--- src/rtl/des_key_schedule.sv ---
// Iterative DES subkey generator: streams the sixteen PC-2 round keys, one per clock,
// in encryption order (K1..K16) or decryption order (K16..K1).
module des_key_schedule (
  input  logic        i_clk,
  input  logic        i_rst_n,
  input  logic        i_start,
  input  logic        i_mode,
  input  logic [0:63] i_key,
  output logic        o_busy,
  output logic        o_kvalid,
  output logic [3:0]  o_round,
  output logic [0:47] o_subkey,
  output logic        o_done
);

  typedef enum logic {StIdle, StRun} state_e;

  // Zero-based source bit positions (bit 0 = MSB of the key)
  localparam int unsigned Pc1Tab [56] = '{
    56, 48, 40, 32, 24, 16,  8,  0, 57, 49, 41, 33, 25, 17,
     9,  1, 58, 50, 42, 34, 26, 18, 10,  2, 59, 51, 43, 35,
    62, 54, 46, 38, 30, 22, 14,  6, 61, 53, 45, 37, 29, 21,
    13,  5, 60, 52, 44, 36, 28, 20, 12,  4, 27, 19, 11,  3
  };

  localparam int unsigned Pc2Tab [48] = '{
    13, 16, 10, 23,  0,  4,  2, 27, 14,  5, 20,  9,
    22, 18, 11,  3, 25,  7, 15,  6, 26, 19, 12,  1,
    40, 51, 30, 36, 46, 54, 29, 39, 50, 44, 32, 47,
    43, 48, 38, 55, 33, 52, 45, 41, 49, 35, 28, 31
  };

  function automatic logic [0:55] pc1(input logic [0:63] k);
    logic [0:55] o;
    for (int i = 0; i < 56; i++) begin
      o[i] = k[6'(Pc1Tab[i])];
    end
    return o;
  endfunction

  function automatic logic [0:47] pc2(input logic [0:55] cd);
    logic [0:47] o;
    for (int i = 0; i < 48; i++) begin
      o[i] = cd[6'(Pc2Tab[i])];
    end
    return o;
  endfunction

  function automatic logic [0:27] rotl(input logic [0:27] v, input logic one);
    return one ? {v[1:27], v[0]} : {v[2:27], v[0:1]};
  endfunction

  function automatic logic [0:27] rotr(input logic [0:27] v, input logic one);
    return one ? {v[27], v[0:26]} : {v[26:27], v[0:25]};
  endfunction

  state_e      r_state, w_state_d;
  logic [3:0]  r_n, w_n_d;
  logic [0:27] r_c, w_c_d;
  logic [0:27] r_d, w_d_d;
  logic        r_mode, w_mode_d;
  logic        r_kvalid, w_kvalid_d;
  logic        r_done, w_done_d;
  logic [3:0]  r_round, w_round_d;
  logic [0:47] r_subkey, w_subkey_d;

  logic        w_single;
  logic [0:55] w_pc1;
  logic [0:27] w_c_l, w_d_l, w_c_r, w_d_r;

  // Single-bit shifts land on rounds 1, 2, 9, 16; decryption walks them backwards.
  always_comb begin
    w_single = 1'b0;
    if (!r_mode) begin
      w_single = (r_n == 4'd0) || (r_n == 4'd1) || (r_n == 4'd8) || (r_n == 4'd15);
    end else begin
      w_single = (r_n == 4'd0) || (r_n == 4'd7) || (r_n == 4'd14) || (r_n == 4'd15);
    end
  end

  assign w_pc1 = pc1(i_key);
  assign w_c_l = rotl(r_c, w_single);
  assign w_d_l = rotl(r_d, w_single);
  assign w_c_r = rotr(r_c, w_single);
  assign w_d_r = rotr(r_d, w_single);

  always_comb begin
    w_state_d  = r_state;
    w_n_d      = r_n;
    w_c_d      = r_c;
    w_d_d      = r_d;
    w_mode_d   = r_mode;
    w_kvalid_d = 1'b0;
    w_done_d   = 1'b0;
    w_round_d  = r_round;
    w_subkey_d = r_subkey;

    unique case (r_state)
      StIdle: begin
        if (i_start) begin
          w_c_d     = w_pc1[0:27];
          w_d_d     = w_pc1[28:55];
          w_mode_d  = i_mode;
          w_n_d     = 4'd0;
          w_state_d = StRun;
        end
      end
      StRun: begin
        w_kvalid_d = 1'b1;
        w_n_d      = r_n + 4'd1;
        if (!r_mode) begin
          w_c_d      = w_c_l;
          w_d_d      = w_d_l;
          w_subkey_d = pc2({w_c_l, w_d_l});
          w_round_d  = r_n;
        end else begin
          // Emit from the current halves, then step back one round
          w_subkey_d = pc2({r_c, r_d});
          w_round_d  = 4'd15 - r_n;
          w_c_d      = w_c_r;
          w_d_d      = w_d_r;
        end
        if (r_n == 4'd15) begin
          w_done_d  = 1'b1;
          w_state_d = StIdle;
          w_c_d     = '0;
          w_d_d     = '0;
          w_n_d     = 4'd0;
        end
      end
      default: w_state_d = StIdle;
    endcase
  end

  always_ff @(posedge i_clk or negedge i_rst_n) begin
    if (!i_rst_n) begin
      r_state  <= StIdle;
      r_n      <= '0;
      r_c      <= '0;
      r_d      <= '0;
      r_mode   <= 1'b0;
      r_kvalid <= 1'b0;
      r_done   <= 1'b0;
      r_round  <= '0;
      r_subkey <= '0;
    end else begin
      r_state  <= w_state_d;
      r_n      <= w_n_d;
      r_c      <= w_c_d;
      r_d      <= w_d_d;
      r_mode   <= w_mode_d;
      r_kvalid <= w_kvalid_d;
      r_done   <= w_done_d;
      r_round  <= w_round_d;
      r_subkey <= w_subkey_d;
    end
  end

  assign o_busy   = (r_state == StRun);
  assign o_kvalid = r_kvalid;
  assign o_done   = r_done;
  assign o_round  = r_round;
  assign o_subkey = r_subkey;

endmodule

--- config.mk ---
export PLATFORM = sky130hd
export DESIGN_NAME = des_key_schedule
export DESIGN_NICKNAME = d
export VERILOG_FILES = /design/src/rtl/des_key_schedule.sv
export SDC_FILE = /design/constraint.sdc
export NUM_CORES = 1
export LEC_CHECK = 0
export ABC_AREA = 1
export CAP_MARGIN = 20
export CORE_UTILIZATION = 35
export DETAILED_ROUTE_END_ITERATION = 10
export GPL_TIMING_DRIVEN = 0
export PLACE_DENSITY = 0.61
export SETUP_SLACK_MARGIN = 0.15
export SLEW_MARGIN = 20
export SYNTH_ARGS = -nofsm -noshare
export SYNTH_HDL_FRONTEND = slang
export SYNTH_SLANG_ARGS = --single-unit
--- constraint.sdc ---
create_clock -name i_clk -period 1.6 [get_ports i_clk]
set_clock_uncertainty 0.05 [all_clocks]
set_input_delay 0.32 -clock i_clk [delete_from_list [all_inputs] [get_ports i_clk]]
set_output_delay 0.32 -clock i_clk [all_outputs]
set_load 0.05 [all_outputs]
# After elaboration in Yosys (flattened, before gate mapping)
# Index checks and enable logic that the tools add are counted.
[totals]
register_bits = 116
latchBits = 0
ram_bits = 0
romBits = 0
out_inout_bits = 55
word_cells = 50
mem_count = 0
[classes]
n_addsub = 2
multipliers = 0
div_mod_pow = 0
order_cmp = 0
n_eq_ne = 6
n_shift = 0
muxes = 24
bitwise = 1
n_reduce_logical = 8
[ops]
columns = ["cell", "n"]
rows = [
  ["2-to-1 mux 28 bit", 10],
  ["case mux 28 bit (2 select lines)", 2],
  ["2-to-1 mux 48 bit", 1],
  ["== test 4 bit (second input constant)", 3],
  ["2-to-1 mux 4 bit", 3],
  ["case mux 4 bit (2 select lines)", 1],
  ["logical OR 1 bit", 6],
  ["2-to-1 mux 1 bit", 6],
  ["adder 4 x 1 -> 4 bit (second input constant)", 1],
  ["== test 4 x 1 -> 1 bit (second input constant)", 1],
  ["== test 4 x 3 -> 1 bit (second input constant)", 1],
  ["zero test 4 bit", 1],
  ["subtractor 4 bit (first input constant)", 1],
  ["!= test 2 bit (second input constant)", 1],
  ["case mux 1 bit (2 select lines)", 1],
  ["AND reduction 2 bit", 1],
  ["inverter 1 bit", 1],
]

# Depth between registers and ports, before layout
[depth]
word_depth = 9
ltp_mapped = 13

# Least setup slack after synthesis
# No wires, ideal clock.
[synth_path]
kind = "reg2reg"
startpoint = "register r_state (netlist: o_busy)"
endpoint = "register r_mode"
setup_time_ps = 136
arrival_time_ps = 1626
path_slack_ps = -213
path_stages_with_launch = 6
path_cell_list = "dfrtp_1 -> clkbuf_1 -> nor2_1 -> clkbuf_1 -> clkbuf_1 -> o21ai_0"
[synth_between]
elab_chain_cells = 2
[synth_rtl]
columns = ["item", "line_no", "rtl"]
rows = [
  ["start: declaration", "57", "state_e r_state, w_state_d;"],
  ["start signal: assignment", "137", "r_state <= StIdle;"],
  ["start signal: assignment", "147", "r_state <= w_state_d;"],
  ["inverter 1 bit (no line)", "--", ""],
  ["AND reduction 2 bit (no line)", "--", ""],
  ["end signal: assignment", "151", "r_mode <= w_mode_d;"],
  ["end: declaration", "61", "logic r_mode, w_mode_d;"],
]
# Every way passes these cells.
# A chain may end at the register's enable or synchronous reset.

# Worst setup path in the final report
[layout_path]
startpoint = "register r_n[0]"
endpoint = "register r_d[26] (netlist bit)"
[layout_between]
elab_chain_cells = 9
elab_cells_between_ends = 18
classes_between = "eq/ne: 5; mux: 6; reduce/logical: 7"
[layout_rtl]
columns = ["item", "line_no", "rtl"]
rows = [
  ["start: declaration", "58", "logic [3:0] r_n, w_n_d;"],
  ["start signal: assignment", "148", "r_n <= w_n_d;"],
  ["== test 4 x 1 -> 1 bit, or another cell as far along", "75", "w_single = (r_n == 4'd0) || (r_n == 4'd1) || (r_n == 4'd8) || (r_n == 4'd15);"],
  ["logical OR 1 bit (on tied branches) (3 in series)", "75, 77", ""],
  ["2-to-1 mux 1 bit", "74", "if (!r_mode) begin"],
  ["2-to-1 mux 28 bit (on tied branches)", "50, 54", ""],
  ["2-to-1 mux 28 bit", "111", "if (!r_mode) begin"],
  ["2-to-1 mux 28 bit *", "123", "if (r_n == 4'd15) begin"],
  ["case mux 28 bit (2 select lines) *", "98", "unique case (r_state)"],
  ["end signal: assignment", "150", "r_d <= w_d_d;"],
  ["end: declaration", "60", "logic [0:27] r_d, w_d_d;"],
]
# Every way passes the cells marked *; elsewhere a longest branch is shown, timed or not.

==> qor.csv <==
metric;value;unit
run status;finished with violations;
violations in the final reports;negative setup slack;
post-layout instance area;9873;um^2
Slowest-stage cell, CP;sky130_fd_sc_hd__dfrtp_2;
cell count after synthesis;977;
chip width;139.5;um
total of endpoints with negative setup slack in the final report;104;
worst endpoint data arrival time;2.34;ns
Core Rows;49;
Post-layout nets;1212;
top-level I/O count;123;
CP Launch Type;register;
placed instance area;8188;um^2
CTS tree;built;
class of the worst hold path;in2async;
global route total overflow;0;
type of destination of the critical path;register;
number of antenna violations at the first check in global routing;0;
vertical die dimension;139.5;um
hold violation total from the final report;0;
max_slew headroom;39.41;%
detailed-route wire length;27300;um
Synth cell types;25;
clock latency reported for the late side of the worst-skew pair;0.44;ns
maximum fanout along the worst path;9;
post-synthesis cell area;6614;um^2
synthesized area divided by synthesized cell count;6.770;um^2
CP required;1.91;ns
Crit Path Category;reg2reg;
largest net degree at the start of global routing;66;
worst reg-to-reg setup slack;-0.43;ns
H-Tree Depth;4;
number of global-route vias before repair;7149;
Reg-to-Reg Start;r_n[0];
cell chosen for the clock root;sky130_fd_sc_hd__clkbuf_16;
TritonCTS Buffers;17;
die area;19450;um^2
Clock transition at path regs;0.06;ns
list of cells traversed by the critical path;inv_4, ha_4, nand3_2, nand2_2, nand2_4, nand3_4, buf_12, clkbuf_16, nand2_1, nand2_1, nand2_1, nand2_1, nand2_1, a21oi_1;
vias per cell;5.600;
Initial Utilization;36.20;%
tightest hold margin;0.3611;ns
fraction of the yosys area taken by sequential cells;43.89;%
setup tns final;-34.06;ns
per-cell routed wire length;19.75;um
register bit total from synthesis;116;
transition time at the pin with the least slew margin;0.9089;ns
cell taking the most area after synthesis;sky130_fd_sc_hd__dfrtp_1;
Pre-antenna DRT Iters;5;
antenna diode count;0;
share of post-route cells with drive strength above 1;30.18;%
most area-consuming cells after synthesis;sky130_fd_sc_hd__dfrtp_1 44%, sky130_fd_sc_hd__nand2_1 22%, sky130_fd_sc_hd__a21oi_1 9.6%, sky130_fd_sc_hd__nand3_1 6.9%, sky130_fd_sc_hd__nor2_1 4.8%;
global router's overall resource usage;27.64;%
crit path capture;r_d[26];
final slew viol count;0;
Final ANT Viol Nets;0;
minimum setup slack in the final design;-0.4286;ns
post-synth top area share;43.89;%
count of buffers from port buffering;114;
launch point of the critical path;r_n[0];
destination of the worst register-to-register timing path;r_d[26];
synthesis-to-layout area growth;49.28;%
count of fill cells added during filler insertion;1747;
max-cap violation count;0;
utilization of the core after routing;54.04;%
number of DRC violations after detailed-routing iteration 0;997;
number of cell instances on the worst register-to-register path;14;
unrepaired setup endpoints after global routing;yes;
most common cell type on the critical path;sky130_fd_sc_hd__nand2_1;
Num Clock Sinks;116;
longest individual stage delay on the worst path;0.46;ns
DP Wirelength;17480;um
drt drc;0;
gpl congestion;0.9025;
standard cell core area;18270;um^2
final critical-path share of the clock period;126.8;%
number of vias after detailed routing;7739;
final worst path period need;2.029;ns
Max Fclk;493.0;MHz
wire length of the first global-routing pass;40450;um
Synth Net Count;1049;
deepest clock path buffer count;2;
count of yosys warnings during synthesis;0;
-- layout by cell type (no fill, tap or decap), types with 29 or more instances in the layout --
cell and count:
sky130_fd_sc_hd__nand2_2 80, sky130_fd_sc_hd__clkdlybuf4s50_1 58, sky130_fd_sc_hd__o21ai_0 39, sky130_fd_sc_hd__a21oi_1 91, sky130_fd_sc_hd__nor2_1 82, sky130_fd_sc_hd__a21oi_2 36, sky130_fd_sc_hd__nand2_1 296, sky130_fd_sc_hd__dfrtp_1 113
sky130_fd_sc_hd__nand3_1 66, sky130_fd_sc_hd__buf_4 29
-- state kept, by name, indices dropped and copies added (netlist names) --
signal,cells
o_busy,1
o_done,1
o_kvalid,1
o_round,4
o_subkey,48
r_c,28
r_d,28
r_mode,1
r_n,4
-- layer usage --
layer	GRT usage, %	vias to the layer above	wire length (um)
met5	0	-	0
met3	5.231	91	2715
met4	13.04	0	1184
met1	38.08	3636	11350
met2	41.79	496	12040
li1	-	3516	-
-- how the worst min path moves through the flow --
stage / start / to / slack (ns) / cells after the start
4_1_cts: i_rst_n / o_subkey[35] / 0.38 / 2
5_1_grt: i_rst_n / o_subkey[35] / 0.42 / 2
2_1_floorplan: i_rst_n / o_busy / -0.03 / 0
3_3_place_gp: o_round[2] / o_round[2] / 0.42 / 2
3_5_place_dp: i_rst_n / o_subkey[35] / 0.26 / 1
6_report: i_rst_n / o_subkey[35] / 0.36 / 2
-- critical path: cells and delay by family (launching register included) --
kind | cells | cell delay [ns]
flip-flops | 1 | 0.46
AND/OR/NAND/NOR | 9 | 0.73
AO/OA/AOI/OAI | 1 | 0.13
buffers and inverters | 3 | 0.43
adder cells (fa/ha/maj) | 1 | 0.13
-- synth_stat cells --
| master | n |
|---|---|
| sky130_fd_sc_hd__a21oi_1 | 127 |
| sky130_fd_sc_hd__a21oi_2 | 1 |
| sky130_fd_sc_hd__a31oi_1 | 2 |
| sky130_fd_sc_hd__buf_1 | 5 |
| sky130_fd_sc_hd__buf_2 | 15 |
| sky130_fd_sc_hd__buf_4 | 5 |
| sky130_fd_sc_hd__clkbuf_1 | 40 |
| sky130_fd_sc_hd__clkbuf_2 | 1 |
| sky130_fd_sc_hd__dfrtp_1 | 116 |
| sky130_fd_sc_hd__ha_1 | 4 |
| sky130_fd_sc_hd__inv_1 | 20 |
| sky130_fd_sc_hd__inv_2 | 4 |
| sky130_fd_sc_hd__nand2_1 | 391 |
| sky130_fd_sc_hd__nand2_2 | 1 |
| sky130_fd_sc_hd__nand3_1 | 91 |
| sky130_fd_sc_hd__nand3_4 | 1 |
| sky130_fd_sc_hd__nor2_1 | 84 |
| sky130_fd_sc_hd__nor2_2 | 2 |
| sky130_fd_sc_hd__nor3_1 | 1 |
| sky130_fd_sc_hd__o211ai_1 | 2 |
| sky130_fd_sc_hd__o21ai_0 | 48 |
| sky130_fd_sc_hd__o21ai_1 | 12 |
| sky130_fd_sc_hd__o22ai_1 | 1 |
| sky130_fd_sc_hd__xnor2_1 | 2 |
| sky130_fd_sc_hd__xor2_1 | 1 |
-- layout make-up --
class | instances | area [um^2] | share of cell area, %
Buffer | 66 | 555.5 | 5.627
Clock buffer | 22 | 484.2 | 4.904
Clock inverter | 10 | 175.2 | 1.774
Inverter | 24 | 95.09 | 0.9631
Multi-Input combinational cell | 772 | 4036 | 40.88
Sequential cell | 116 | 2907 | 29.44
Tap cell | 229 | 286.5 | 2.902
Timing Repair Buffer | 143 | 1334 | 13.51
-- stage by stage --
| stage | std cells | setup slack [ns] |
|---|---|---|
| floorplan | 977 | -0.1018 |
| global placement | 1320 | -5.036 |
| detailed placement | 1321 | -0.6634 |
| CTS | 1368 | -0.3516 |
| global route | 1382 | -0.5308 |
| finish | 1382 | -0.4286 |
-- cells by family after synthesis --
group | synth area share, %
AOI/OAI and AO/OA | 14.79
buffers and inverters | 5.694
and+or+nand+nor | 34.47
DFF | 43.89
adders and majority gates | 0.7567
xor gates and xnor gates | 0.3973
-- repair_timing --
action / in CTS / in global routing
setup buffers: 10 / 9
hold buffers: 1 / 0
setup endpoints to repair: 169 / 150
pin swaps: 14 / 27
hold endpoints to repair: 51 / 0
gates cloned: 4 / 5
gates resized for setup: 280 / 270
Power is left out: the tool's default activity adds up to more than one toggle a clock period on the data nets, which glitch-free logic cannot reach.
